===== config.mk =====
export PLATFORM = sky130hd
export DESIGN_NAME = control_multiciclo
export DESIGN_NICKNAME = d
export VERILOG_FILES = /design/src/rtl/control_multiciclo.sv
export SDC_FILE = /design/constraint.sdc
export NUM_CORES = 1
export LEC_CHECK = 0
export BUFFER_PORTS_ARGS = -buffer_cell sky130_fd_sc_hd__buf_2
export CAP_MARGIN = 5
export CORE_ASPECT_RATIO = 0.7
export CORE_MARGIN = 1.5
export CORE_UTILIZATION = 55
export CTS_CLUSTER_DIAMETER = 150
export CTS_CLUSTER_SIZE = 8
export DETAILED_ROUTE_END_ITERATION = 12
export PLACE_DENSITY = 0.81
export SKIP_LAST_GASP = 1
export SLEW_MARGIN = 15
export SYNTH_ARGS = -nofsm -noshare
export SYNTH_HDL_FRONTEND = slang
export SYNTH_SLANG_ARGS = --single-unit
export TNS_END_PERCENT = 100

===== constraint.sdc =====
create_clock -name clk_i -period 2.5 [get_ports clk_i]
set_input_delay 0.25 -clock clk_i [delete_from_list [all_inputs] [get_ports clk_i]]
set_output_delay 0.25 -clock clk_i [all_outputs]
set_load 0.1 [all_outputs]

===== src/rtl/control_multiciclo.sv =====
// Multicycle control FSM: fetch/decode/execute/mem/writeback with halt and sticky traps; 4-5 cycle instruction latency.
// Memory backpressure via mem_ready_i stretches MEM by one cycle per low cycle, trapping after TIMEOUT_CYCLES waits.
module control_multiciclo #(
    parameter int unsigned TIMEOUT_CYCLES = 15
) (
    input  logic        clk_i,
    input  logic        rst_ni,
    input  logic [6:0]  opcode_i,
    input  logic        mem_ready_i,
    input  logic        halt_i,
    output logic        ir_we_o,
    output logic        pc_we_o,
    output logic        regwrite_o,
    output logic        alusrc_o,
    output logic        memread_o,
    output logic        memwrite_o,
    output logic        memtoreg_o,
    output logic [2:0]  state_o,
    output logic        illegal_o,
    output logic        timeout_o,
    output logic [31:0] instret_o
);

    typedef enum logic [2:0] {
        S_FETCH   = 3'd0,
        S_DECODE  = 3'd1,
        S_EXECUTE = 3'd2,
        S_MEM     = 3'd3,
        S_WB      = 3'd4,
        S_HALT    = 3'd5,
        S_TRAP    = 3'd6,
        S_BAD     = 3'd7
    } state_e;

    typedef enum logic [1:0] {
        CLS_R     = 2'd0,
        CLS_I     = 2'd1,
        CLS_LOAD  = 2'd2,
        CLS_STORE = 2'd3
    } class_e;

    localparam logic [7:0] WAIT_LAST = 8'(TIMEOUT_CYCLES - 1);

    state_e      state_q, state_d;
    class_e      class_q, class_d;
    class_e      op_class;
    logic        op_legal;
    logic [7:0]  wait_q, wait_d;
    logic        illegal_q, timeout_q;
    logic        set_illegal, set_timeout;
    logic [31:0] instret_q;

    logic ir_we, pc_we, regwrite, alusrc, memread, memwrite, memtoreg;

    always_comb begin
        op_legal = 1'b1;
        op_class = CLS_R;
        case (opcode_i)
            7'b0110011: op_class = CLS_R;
            7'b0010011: op_class = CLS_I;
            7'b0000011: op_class = CLS_LOAD;
            7'b0100011: op_class = CLS_STORE;
            default:    op_legal = 1'b0;
        endcase
    end

    always_comb begin
        state_d     = state_q;
        class_d     = class_q;
        wait_d      = wait_q;
        set_illegal = 1'b0;
        set_timeout = 1'b0;
        ir_we       = 1'b0;
        pc_we       = 1'b0;
        regwrite    = 1'b0;
        alusrc      = 1'b0;
        memread     = 1'b0;
        memwrite    = 1'b0;
        memtoreg    = 1'b0;

        case (state_q)
            S_FETCH: begin
                if (halt_i) begin
                    state_d = S_HALT;
                end else begin
                    ir_we   = 1'b1;
                    state_d = S_DECODE;
                end
            end
            S_DECODE: begin
                if (op_legal) begin
                    class_d = op_class;
                    state_d = S_EXECUTE;
                end else begin
                    set_illegal = 1'b1;
                    state_d     = S_TRAP;
                end
            end
            S_EXECUTE: begin
                alusrc = (class_q != CLS_R);
                if (class_q == CLS_LOAD || class_q == CLS_STORE) begin
                    wait_d  = 8'd0;
                    state_d = S_MEM;
                end else begin
                    state_d = S_WB;
                end
            end
            S_MEM: begin
                alusrc   = 1'b1;
                memread  = (class_q == CLS_LOAD);
                memwrite = (class_q == CLS_STORE);
                // A ready on the final allowed wait cycle still completes normally.
                if (mem_ready_i) begin
                    if (class_q == CLS_STORE) begin
                        pc_we   = 1'b1;
                        state_d = S_FETCH;
                    end else begin
                        state_d = S_WB;
                    end
                end else begin
                    wait_d = wait_q + 8'd1;
                    if (wait_q == WAIT_LAST) begin
                        set_timeout = 1'b1;
                        state_d     = S_TRAP;
                    end
                end
            end
            S_WB: begin
                regwrite = 1'b1;
                memtoreg = (class_q == CLS_LOAD);
                pc_we    = 1'b1;
                state_d  = S_FETCH;
            end
            S_HALT: begin
                if (!halt_i) begin
                    state_d = S_FETCH;
                end
            end
            S_TRAP: begin
                state_d = S_TRAP;
            end
            default: begin
                set_illegal = 1'b1;
                state_d     = S_TRAP;
            end
        endcase
    end

    always_ff @(posedge clk_i or negedge rst_ni) begin
        if (!rst_ni) begin
            state_q   <= S_FETCH;
            class_q   <= CLS_R;
            wait_q    <= 8'd0;
            illegal_q <= 1'b0;
            timeout_q <= 1'b0;
            instret_q <= 32'd0;
        end else begin
            state_q <= state_d;
            class_q <= class_d;
            wait_q  <= wait_d;
            if (set_illegal) begin
                illegal_q <= 1'b1;
            end
            if (set_timeout) begin
                timeout_q <= 1'b1;
            end
            if (pc_we) begin
                instret_q <= instret_q + 32'd1;
            end
        end
    end

    // Reset forces FETCH, so enables are masked to keep ir_we_o low while held in reset.
    assign ir_we_o    = ir_we & rst_ni;
    assign pc_we_o    = pc_we & rst_ni;
    assign regwrite_o = regwrite & rst_ni;
    assign alusrc_o   = alusrc & rst_ni;
    assign memread_o  = memread & rst_ni;
    assign memwrite_o = memwrite & rst_ni;
    assign memtoreg_o = memtoreg & rst_ni;
    assign state_o    = state_q;
    assign illegal_o  = illegal_q;
    assign timeout_o  = timeout_q;
    assign instret_o  = instret_q;

endmodule


==> reports/results.tsv, run 1 <==
metric	value	unit
drt_first_pass_iters	4	
p_leak	1.454	nW
max_freq	0.4197	GHz
ys_async_sr_fraction	1.000	
path_class	flip-flop to output pin	
grt_pass1_vias	1769	
dp_hpwl	3784	µm
avgRoutedWirePerCell	15.00	µm
hold_path.class	input pin to flip-flop	
place_inst	335	
mostFrequentLayoutCells	buf_2 (54), dfrtp_1 (46), xnor2_1 (24)	
wl	5161	µm
netlist.area_leader.share	0.4958	
synth_area_per_cell	10.27	µm²
crit_chain	or3b_4 > o21ai_2 > and2_2 > buf_2	
worstMarginPinSlew	609.8	ps
syn-num-nets	245	
cp.required	2250	ps
wirelength_met1	2421	µm
drtIter0Drc	121	
critPathSlowestCell	dfrtp_1	
ff_latch_area	1177	µm²
cp_num_buf_inv	1	
synthFlopType	dfrtp_1	
antenna_found_initial	0	
rsz0062_at_grt	false	
fin_crit_sh	0.9531	
drv_slew	0	
status	complete, no violations	
ir_drop	0.9453	mV
path_delay_family	simple AND/OR/NAND/NOR gates	
path_max_fanout	12	
arrival	2130	ps
yosysTopAreaCell	dfrtp_1	
insertion_delay	300	ps
synthTopCellsByArea	dfrtp_1 (50%), xnor2_1 (8.9%), xor2_1 (5.2%)	
core	4018	µm²
die_y	57.95	µm
clk_path_buf_depth	2	
finClkSkew	5.390	ps
die_w	81.50	µm
initial_utilization	0.5905	
met3_length	359	µm
finalSetupViolCount	0	
ys_ff_latch	47	
drv_cap	0	
dr_wl_met2	2287	µm
startpoint	state_o[0]	
cts_setup_buffers	0	
rows	19	
fin_nets	305	
period_minus_slack	2383	ps
synth_area	2372	µm²
grt_max_degree	32	
gp_congestion	0.8437	
fillers	300	
ant_nets	0	
dr.max_layer_used	met4	
portBuffers	54	
viasPerCell	5.753	
cts_tree	built	
holdWs	171.4	ps
ys_seq_area_frac	0.4958	
grt_overflow	0	
die-area	4722	µm²
holdCritStartpoint	opcode_i[4]	
drive_gt1_frac	0.2808	
finalNonFillerCells	344	
io_pins	55	
place_ws	419.2	ps
cts_buffers	5	
final_common_cell	buf_2	
p_per_area	1021	nW/µm²
vias	1979	
drc	0	
grt_pass1_wl	8438	µm
slowest_delay	510	ps
htree_levels	2	
multiInputGateArea	1175	µm²
slew_headroom	0.5903	
setup_slack	117.2	ps
hold_viol	0	
clock-sinks	47	
grt_usage	0.2392	
cts.clk_slew.worst_paths	80	ps
syn_to_final_growth	19.78	%
n_antenna_cell	0	
synth_edf_count	0	
yosysWarnings	0	
ys_types	42	
power.total	2.900	mW
endpoint_kind	output pin	
reg2reg_from	state_o[0]	
cts-root-buf	clkbuf_8	
syn_inst	231	
start_kind	flip-flop	
## metal layers
layer | global-route usage | up-vias
met3 | 0.05197 | 11
li1 | - | 928
met4 | 0.09852 | 0
met2 | 0.3365 | 84
met1 | 0.3585 | 956
met5 | 0 | -
## power breakdown
group          internal [mW]  switching [mW]
sequential             0.879           0.210
clock                  0.324           0.259
combinational          0.281           0.948
total                   1.48            1.42
## registers in the layout, summed over array words and instances, names as in the netlist
register   flops
instret_o     32
wait_q         8
state_o        3
class_q        2
illegal_o      1
timeout_o      1
## worst reg2reg max path: cells and delay by family, from the launching register on
kind	cells	cell delay, ps
AOI/OAI and AO/OA	1	200
xor gates and xnor gates	1	170
DFF	1	510
and+or+nand+nor	3	960
## synthesized netlist by cell type (all sizes together), types with 2 or more instances
cell and number:
nor2 25, nand3 18, buf 3, xor2 14
nor3 8, and3 9, a31oi 2, nand2 24
inv 3, o21ai 4, nand4 12, o211ai 2
xnor2 24, and4 2, nand3b 3, a21o 3
ha 3, dfrtp 47, nor4 4, a21oi 6
or2 2
## final timing paths
check,endpoint,cells past startpoint,slack (ps)
max,pc_we_o,4,120
min,class_q[1],2,170
max reg2reg,instret_o[23],5,580
min reg2reg,illegal_o,1,450
max in group asynchronous,state_o[1],3,1620
min in group asynchronous,instret_o[3],3,510
## cell families after synthesis
logic type	count (synthesis)	synth area share
buf+inv	7	0.01529
compound gates	19	0.05432
xor+xnor	38	0.1403
flops	47	0.4958
fa+ha+maj	3	0.01582
simple gates	117	0.2785
## metrics by stage
step / utilization / instance area (µm²) / TNS [ps]
after floorplan: - / 2387 / -1142
after global placement: 0.6752 / 2713 / 0
after detailed placement: 0.6752 / 2713 / 0
after CTS: 0.7069 / 2840 / 0
after global routing: 0.7073 / 2841 / 0
final: 0.7073 / 2841 / 0
## final cells by class
class,instances,area share
multi-input combinational,177,0.4135
timing repair buffer,57,0.1039
sequential,47,0.4144
clock buffer,6,0.02906
inverter,3,0.003963
tap,52,0.02290
clock inverter,2,0.01233
## timing repair
| action | 4_1_cts | 5_1_grt |
|---|---|---|
| endpoints found under the hold margin | 16 | 0 |
| hold buffers | 1 | 0 |
| setup endpoints to repair | 0 | 1 |
| resized for setup | 0 | 1 |
(Power assumes the default switching activity.)
==> run 2, diff against run 1 <==
==> constraint.sdc (replaced) <==
create_clock -name clk_i -period 2.8 [get_ports clk_i]
set_input_delay 0.28 -clock clk_i [delete_from_list [all_inputs] [get_ports clk_i]]
set_output_delay 0.28 -clock clk_i [all_outputs]
set_load 0.01 [all_outputs]
==> reports/results.tsv, run 2 (synthesis results as in run 1) <==
metric	value	unit	change
cp.required	2520	ps	+270 ps
rsz0062_at_grt	false		
largest_register_ff_count	32		unchanged
holdWs	188.2	ps	+16.80 ps
n_antenna_cell	0		unchanged
cts.clk_slew.worst_paths	80	ps	about the same
core	4018	µm²	unchanged
r2r_slack	830	ps	+250 ps
cts_buffers	5		unchanged
grt_pass1_wl	8390	µm	-0.57%
die_y	57.95	µm	unchanged
start_kind	input pin		
mostFrequentLayoutCells	buf_2 (54), dfrtp_1 (47), nor2_1 (24), xnor2_1 (24), nand2_1 (23)		
clk_path_buf_depth	2		unchanged
die_w	81.50	µm	unchanged
period_minus_slack	2149	ps	
status	complete, no violations		
r2r_end	instret_o[23]		
max_freq	0.4653	GHz	
grt_usage	0.2364		-0.002817
grt_overflow	0		unchanged
rows	19		unchanged
ctsHoldBuffers	1		unchanged
endpoint_kind	output pin		
grt_max_degree	30		-6.3%
finClkSkew	10.74	ps	+5.346 ps
drt_first_pass_iters	4		unchanged
arrival	1870	ps	-260 ps
hold_viol	0		unchanged
grt_pass1_vias	1758		-0.62%
path_max_fanout	29		+17
antenna_found_initial	0		unchanged
clock-sinks	47		unchanged
final_common_cell	buf_2		
path_class	input pin to output pin		
finalSetupViolCount	0		unchanged
fin_nets	304		-0.33%
dp_hpwl	3827	µm	+1.1%
die-area	4722	µm²	unchanged
cts_resized	0		unchanged
hold_path.class	input pin to flip-flop		
drv_slew	0		unchanged
cts_setup_buffers	0		unchanged
io_pins	55		unchanged
min_path_cells	2		unchanged
min_to	class_q[1]		
tns	0	ps	unchanged
viasPerCell	5.612		-2.4%
avgRoutedWirePerCell	15.13	µm	+0.84%
drtIter0Drc	134		+11%
p_leak	1.436	nW	-1.2%
initial_utilization	0.5905		unchanged
insertion_delay	300	ps	about the same
drv_cap	0		unchanged
cts_tree	built		
ant_nets	0		unchanged
htree_levels	2		unchanged
slew_headroom	0.5777		-0.01262
p_per_area	687.9	nW/µm²	-33%
holdCritStartpoint	opcode_i[4]		
drc	0		unchanged
worstMarginPinSlew	628.6	ps	+18.78 ps
fillers	330		+10%
ir_drop	0.3261	mV	-66%
cts-root-buf	clkbuf_8		
portBuffers	54		unchanged
fin_crit_sh	0.7676		
vias	1925		-2.7%
syn_to_final_growth	17.35	%	
drive_gt1_frac	0.2646		-0.01622
reg2reg_from	state_o[1]		
r2r_cells	5		unchanged
wl	5189	µm	+0.54%
power.total	1.915	mW	-34%
gp_congestion	0.8316		-1.4%
run 2: layout make-up:
type                    instances  area, µm²  share of cell area
clock buffers                   5      68.82             0.02472
well taps                      52      65.06             0.02337
clock inverters                 3      15.01            0.005393
inverters                       3      11.26            0.004045
repair buffers                 56      287.8              0.1034
multi-input cells             177       1160              0.4166
flip-flops and latches         47       1176              0.4225
run 2: worst max-delay path, cell delays in order:
cell and delay, ps:
dlygate4sd3_1 520, buf_2 490, nand2b_1 160, nor3_1 240, buf_2 170
run 2: how the worst max path moves through the flow:
stage | from | end | slack [ps] | cells after the start
global route | state_o[1] | pc_we_o | 530 | 4
floorplan | state_o[2] | instret_o[25] | 1090 | 6
finish | rst_ni | ir_we_o | 650 | 5
detailed placement | state_o[1] | instret_o[23] | 830 | 5
global placement | state_o[1] | instret_o[25] | 950 | 5
CTS | rst_ni | ir_we_o | 630 | 5
run 2: per-layer routing:
metal | share of wire | up-vias | track usage | wire length [µm]
met5 | 0 | - | 0 | 0
met2 | 0.42 | 78 | 0.3306 | 2197
li1 | - | 922 | - | -
met3 | 0.080 | 10 | 0.05354 | 416
met4 | 0.014 | 0 | 0.07882 | 71
met1 | 0.48 | 915 | 0.3628 | 2503
run 2: metrics by stage:
step / utilization / setup slack (ps) / instance area [µm²] / instances
finish: 0.6929 / 650.7 / 2784 / 343
global route: 0.6929 / 530.2 / 2784 / 343
CTS: 0.6929 / 626.9 / 2784 / 343
detailed placement: 0.6696 / 831.5 / 2690 / 334
global placement: 0.6696 / 949.6 / 2690 / 334
floorplan: - / 1091 / 2372 / 231
run 2: report_power, final:
group          leakage [nW]  internal (mW)  switching, mW
Sequential            0.621          0.783          0.187
Clock                0.0477          0.171          0.233
Combinational         0.767          0.248          0.293
Total                  1.44           1.20          0.713
